[config.mk]
export PLATFORM = sky130hd
export DESIGN_NAME = jttrack_objdraw
export DESIGN_NICKNAME = d
export VERILOG_FILES = /design/src/rtl/jttrack_pkg.sv /design/src/rtl/jttrack_objbuf.sv /design/src/rtl/jttrack_objdraw.sv
export SDC_FILE = /design/constraint.sdc
export NUM_CORES = 2
export LEC_CHECK = 0
export CORE_UTILIZATION = 60
export CTS_CLUSTER_SIZE = 20
export DETAILED_ROUTE_END_ITERATION = 16
export PLACE_DENSITY_LB_ADDON = 0.2
export SETUP_SLACK_MARGIN = 0.4
export SYNTH_ARGS = -nofsm -noshare
export SYNTH_HDL_FRONTEND = slang
export SYNTH_HIERARCHICAL = 1
export SYNTH_SLANG_ARGS = --single-unit
[constraint.sdc]
create_clock -name clk -period 9.73 [get_ports clk]
set_input_delay 1.946 -clock clk [delete_from_list [all_inputs] [get_ports clk]]
set_output_delay 1.946 -clock clk [all_outputs]
set_load 0.03 [all_outputs]
[src/rtl/jttrack_pkg.sv]
// Shared types and constants for the Track'n Field object path.
package jttrack_pkg;

    typedef enum logic [1:0] {
        ST_IDLE  = 2'd0,
        ST_FETCH = 2'd1,
        ST_DRAW  = 2'd2
    } obj_state_t;

    localparam int         OBJ_W        = 16;
    localparam int         PXL_PER_WORD = 8;
    localparam logic [3:0] TRANSPARENT  = 4'd0;

endpackage

[src/rtl/jttrack_objbuf.sv]
// Ping-pong object line buffer: one bank takes draw writes while the other is read and cleared.
// Latency: pxl is registered 1 clk after the rd_cen that samples raddr.
// Backpressure: none; the write and read/clear ports always address opposite banks.
module jttrack_objbuf
    import jttrack_pkg::*;
(
    input  logic       clk,
    input  logic       rst,
    input  logic       wr_bank,
    input  logic       we,
    input  logic [7:0] waddr,
    input  logic [3:0] wdata,
    input  logic       rd_cen,
    input  logic       rd_en,
    input  logic [7:0] raddr,
    output logic [3:0] pxl
);

    logic [3:0] mem [0:511];
    logic       rd_bank;
    logic       clr;

    assign rd_bank = ~wr_bank;
    assign clr     = rd_cen & rd_en;

    // Contents are deliberately not reset; readout clears each location behind it.
    always_ff @(posedge clk) begin
        if (we) begin
            mem[{wr_bank, waddr}] <= wdata;
        end
        if (clr) begin
            mem[{rd_bank, raddr}] <= TRANSPARENT;
        end
    end

    always_ff @(posedge clk) begin
        if (rst) begin
            pxl <= TRANSPARENT;
        end else if (rd_cen) begin
            pxl <= rd_en ? mem[{rd_bank, raddr}] : TRANSPARENT;
        end
    end

endmodule

[src/rtl/jttrack_objdraw.sv]
// Object line drawer: takes one sprite descriptor, fetches two 8-pixel words, writes opaque pixels to the line buffer.
// Latency: 18 cen2 cycles per sprite with immediate rom_ok; pxl is registered 1 clk after pxl_cen.
// Backpressure: busy blocks new descriptors; rom_cs held until rom_ok. Palette PROM enabled by JTTRACK_OBJPROM_EN.
module jttrack_objdraw
    import jttrack_pkg::*;
#(
    parameter logic [7:0] HOFFSET = 8'd6
)(
    input  logic        clk,
    input  logic        rst,
    input  logic        pxl_cen,
    input  logic        cen2,
    input  logic        LHBL,
    input  logic        hinit_x,
    input  logic [8:0]  hdump,
    input  logic        draw,
    output logic        busy,
    input  logic [8:0]  code,
    input  logic [7:0]  xpos,
    input  logic [3:0]  pal,
    input  logic        hflip,
    input  logic        vflip,
    input  logic [3:0]  ysub,
    input  logic [3:0]  prog_data,
    input  logic [7:0]  prog_addr,
    input  logic        prog_en,
    output logic [13:0] rom_addr,
    input  logic [31:0] rom_data,
    output logic        rom_cs,
    input  logic        rom_ok,
    output logic [3:0]  pxl
);

    obj_state_t  state;
    logic [8:0]  code_l;
    logic [3:0]  ysub_l;
    logic [3:0]  pal_l;
    logic        hflip_l;
    logic        vflip_l;
    logic        half;
    logic [2:0]  cnt;
    logic [7:0]  x;
    logic [31:0] data;
    logic        bank;
    logic [2:0]  nib_sel;
    logic [3:0]  nibble;
    logic [3:0]  colour;
    logic        buf_we;
    logic        unused_in;

    assign unused_in = hdump[8];
    assign rom_addr  = {code_l, ysub_l ^ {4{vflip_l}}, half ^ hflip_l};

    always_comb begin
        nib_sel = hflip_l ? ~cnt : cnt;
        nibble  = data[{nib_sel, 2'b00} +: 4];
    end

`ifdef JTTRACK_OBJPROM_EN
    logic [3:0] prom [0:255];

    // Written only during download while the core is held in reset.
    always_ff @(posedge clk) begin
        if (prog_en) begin
            prom[prog_addr] <= prog_data;
        end
    end

    assign colour = prom[{pal_l, nibble}];
`else
    logic unused_prog;

    assign unused_prog = ^{prog_data, prog_addr, prog_en, pal_l};
    assign colour      = nibble;
`endif

    // A coincident line swap suppresses the pending write along with the draw.
    assign buf_we = cen2 & ~hinit_x & (state == ST_DRAW) & (colour != TRANSPARENT);

    always_ff @(posedge clk) begin
        if (rst) begin
            state   <= ST_IDLE;
            busy    <= 1'b0;
            rom_cs  <= 1'b0;
            bank    <= 1'b0;
            half    <= 1'b0;
            cnt     <= 3'd0;
            x       <= 8'd0;
            data    <= 32'd0;
            code_l  <= 9'd0;
            ysub_l  <= 4'd0;
            pal_l   <= 4'd0;
            hflip_l <= 1'b0;
            vflip_l <= 1'b0;
        end else if (cen2) begin
            if (hinit_x) begin
                bank   <= ~bank;
                state  <= ST_IDLE;
                busy   <= 1'b0;
                rom_cs <= 1'b0;
            end else begin
                case (state)
                    ST_IDLE: begin
                        if (draw) begin
                            code_l  <= code;
                            ysub_l  <= ysub;
                            pal_l   <= pal;
                            hflip_l <= hflip;
                            vflip_l <= vflip;
                            half    <= 1'b0;
                            x       <= xpos + HOFFSET;
                            busy    <= 1'b1;
                            rom_cs  <= 1'b1;
                            state   <= ST_FETCH;
                        end
                    end
                    ST_FETCH: begin
                        if (rom_ok) begin
                            data   <= rom_data;
                            rom_cs <= 1'b0;
                            cnt    <= 3'd0;
                            state  <= ST_DRAW;
                        end
                    end
                    ST_DRAW: begin
                        x   <= x + 8'd1;
                        cnt <= cnt + 3'd1;
                        if (cnt == 3'(PXL_PER_WORD - 1)) begin
                            if (!half) begin
                                half   <= 1'b1;
                                rom_cs <= 1'b1;
                                state  <= ST_FETCH;
                            end else begin
                                busy  <= 1'b0;
                                state <= ST_IDLE;
                            end
                        end
                    end
                    default: begin
                        state  <= ST_IDLE;
                        busy   <= 1'b0;
                        rom_cs <= 1'b0;
                    end
                endcase
            end
        end
    end

    jttrack_objbuf u_buf (
        .clk     (clk),
        .rst     (rst),
        .wr_bank (bank),
        .we      (buf_we),
        .waddr   (x),
        .wdata   (colour),
        .rd_cen  (pxl_cen),
        .rd_en   (LHBL),
        .raddr   (hdump[7:0]),
        .pxl     (pxl)
    );

endmodule
==> flow_summary.yaml <==
power_and_ir_drop:
  seq_power_share_pct: 48.4
  swShare_pct: 23.0
  power_frac_comb_pct: 3.9
  p_sw_mw: 4.11
  power_mw: 17.9
  p_leak_nw: 43.5
  internal-power_mw: 13.8
  powerDensity_mw_per_mm2: 169
  vdd_ir_drop_max_mv: 0.203
  clockPowerShare_pct: 47.6
clock_tree:
  clockBufferDepth: 3
  cts_resized: 0
  htree_levels: 4
  cts_sinks: 2116
  insertion_delay_ns: 0.87
  cts.clk_slew.worst_paths_ns: 0.07
  numCtsBuffers: 209
  cts_tree: "done"
  post_cts_buffers: 0
  cts-root-buf: "clkbuf_16"
  cts_hold_buf: 0
yosys:
  syn_nets: 9470
  yosys-top-cells-area: "dfxtp_1 43%, mux2i_1 22%, a21oi_1 11%"
  synth_top_cell_area_share_pct: 43.4
  yosysSeqAreaShare_pct: 43.4
  syn_inst: 9377
  synth_commonest_cells: "2181 x mux2i_1, 2160 x a21oi_1, 2116 x dfxtp_1, 563 x clkbuf_1, 502 x nand2_1"
  synth.largest_area_cell: "dfxtp_1"
  yosys_most_used_dff: "dfxtp_1"
  yosysWarnings: 6
  synth_area_mm2: 0.0975
  yosysMostFrequentCell: "mux2i_1"
  ys_ff_latch: 2116
  synth_cell_type_count: 78
  synth_edf_count: 0
  synth_area_per_cell_um2: 10.4
  synthArstFlopShare_pct: 0
global_routing:
  track_usage_pct: 37.6
  antenna_found_initial: 17
  grt_first_pass_wirelength_mm: 471
  grt_pass1_vias: 74500
  grt_overflow: 0
  grt_max_degree: 225
cells_and_area:
  area_delta_synth_final_pct: 8.98
  stdcell_count: 11300
  register_area_mm2: 0.0424
  multi_input_area_mm2: 0.0514
  fill_cells: 12400
  drive_gt1_share_pct: 12.4
  final_nets: 8994
sta:
  worst_pin_slew_ns: 1.36
  maxSlewViolCount: 0
  rsz0062_at_grt: "false"
  post-route-period-util_pct: 64.4
  clock.fmax_mhz: 160
  skew_ns: 0.0596
  hold_viol_final: 0
  finalSetupViolations: 0
  setup_tns_ns: 0
  relSlewSlack_pct: 9.24
  fin_crit_ns: 6.27
worst_setup_path:
  cp_cell_sequence: "clkdlybuf4s50_1 > buf_4 > inv_2 > nor2_2 > buf_4 > a221oi_1 > a21oi_1 > nor4_1 > nand4_1 > o31a_1"
  end_kind: "flip-flop"
  critPathMaxStageDelay_ns: 1.05
  cp-startpoint: "hdump[5]"
  crit_slowest_cell: "nor4_1"
  critPathMaxFanout: 14
  r2r-start: "hflip_l"
  critPathRequiredTime_ns: 10.49
  arrival_ns: 7.02
  start_kind: "input pin"
  crit_top_cell: "buf_4"
  crit_type: "in2reg"
run_status:
  status: "completed"
placed_design:
  gp_congestion: 0.951
  port_buffers: 90
  dp_hpwl_mm: 192
  dp.cells: 10900
routing:
  viasPerCell: 6.86
  met1_length_mm: 122
  highest_layer: "met5"
  met3_length_mm: 35.8
  first_pass_iters: 6
  drtIter0Drc: 9969
  wl_met2_mm: 141
  ant_nets: 0
  drc: 0
  wl_per_cell_um: 28.2
  num_vias: 77100
  routed_wl_mm: 317
floorplan:
  dieArea_mm2: 0.164
  die_width_um: 405
  fp-row-count: 147
  coreArea_mm2: 0.161
  start_util_pct: 60.6
  pin_count: 109
  die_h_um: 405
worst_hold_path:
  min_from: "code_l[7]"
  hold_class: "reg2reg"
flow_run:
  max-cap-violations: 0
-- per-stage QoR --
stage                     cell area [um^2]  hold slack [ns]  utilization (%)  setup slack [ns]
after floorplan                      97500            0.443                -              5.32
after global placement               98900            0.451             61.5              3.18
after detailed placement             98900            0.449             61.5              3.04
after CTS                           106000            0.458             66.0              3.93
after global routing                106000            0.478             66.0              3.71
final                               106000            0.456             66.0              3.46
-- routing by layer --
metal / global-route usage, % / vias to the layer above
met2: 57.3 / 4529
met5: 0 / -
met3: 9.40 / 1079
met1: 49.0 / 38100
li1: - / 33400
met4: 20.1 / 18
-- worst max-delay path, delay by kind of cell --
kind | cells | cell delay, ns
buffers and inverters | 4 | 2.30
and+or+nand+nor | 3 | 1.69
AOI/OAI and AO/OA | 3 | 1.04
-- power groups by stage --
| stage | logic (mW) | clock network [mW] | registers (mW) |
|---|---|---|---|
| 2_1_floorplan | 0.426 | 0 | 8.87 |
| 3_3_place_gp | 0.669 | 0 | 8.87 |
| 3_5_place_dp | 0.673 | 0 | 8.87 |
| 4_1_cts | 0.675 | 8.58 | 8.68 |
| 5_1_grt | 0.712 | 8.93 | 8.67 |
| 6_report | 0.700 | 8.54 | 8.68 |
-- final timing paths --
kind / to / slack (ns) / depth (start not counted)
worst max-delay path: u_buf/pxl[3] / 3.46 / 10
worst min-delay path: code_l[7] / 0.46 / 2
worst max register to register: u_buf/mem[152][2] / 4.15 / 11
worst min register to register: code_l[7] / 0.46 / 2
-- final cells by class --
| type | instances | area share [%] |
|---|---|---|
| inverter | 10 | 0.0353 |
| antenna | 9 | 0.0212 |
| multi-input combinational | 6302 | 48.3 |
| tap | 2160 | 2.54 |
| timing repair buffer | 262 | 2.31 |
| clock inverter | 82 | 1.02 |
| sequential | 2116 | 39.9 |
| clock buffer | 309 | 5.85 |
-- cell families after synthesis --
logic type	count (synthesis)	share of synthesized area (%)
compound gates	2503	13.7
xor+xnor	12	0.108
buf+inv	959	4.38
simple gates	1105	4.78
mux	2678	33.5
fa+ha+maj	4	0.0513
flops	2116	43.4
-- flip-flops by register name, indices dropped and copies added, names as in the netlist, 2 cells and up --
register,flops
u_buf/pxl,4
x,8
ysub_l,4
code_l,9
cnt,3
data,32
state,2
u_buf/mem,2048
-- placed cells by master (no fill, tap or decap), types with 19 or more instances in the layout --
master / Yosys / final
nor2_4: 0 / 44
nand2b_1: 22 / 22
clkbuf_1: 563 / 42
nand4_1: 20 / 20
nor2_1: 391 / 344
buf_12: 0 / 21
a221oi_1: 28 / 28
nand3_1: 42 / 38
mux4_2: 468 / 468
a22o_1: 19 / 19
clkbuf_16: 0 / 212
clkdlybuf4s50_1: 0 / 85
o22ai_1: 21 / 21
a21oi_1: 2160 / 2160
o21ai_0: 46 / 46
clkbuf_8: 0 / 55
nor2b_1: 21 / 20
mux2_2: 29 / 29
mux2i_1: 2181 / 2181
buf_4: 19 / 151
a22oi_1: 110 / 110
bufinv_16: 0 / 19
clkinv_2: 0 / 40
dfxtp_1: 2116 / 2116
a31oi_1: 28 / 28
nand2_1: 502 / 496
(Power assumes the default switching activity.)
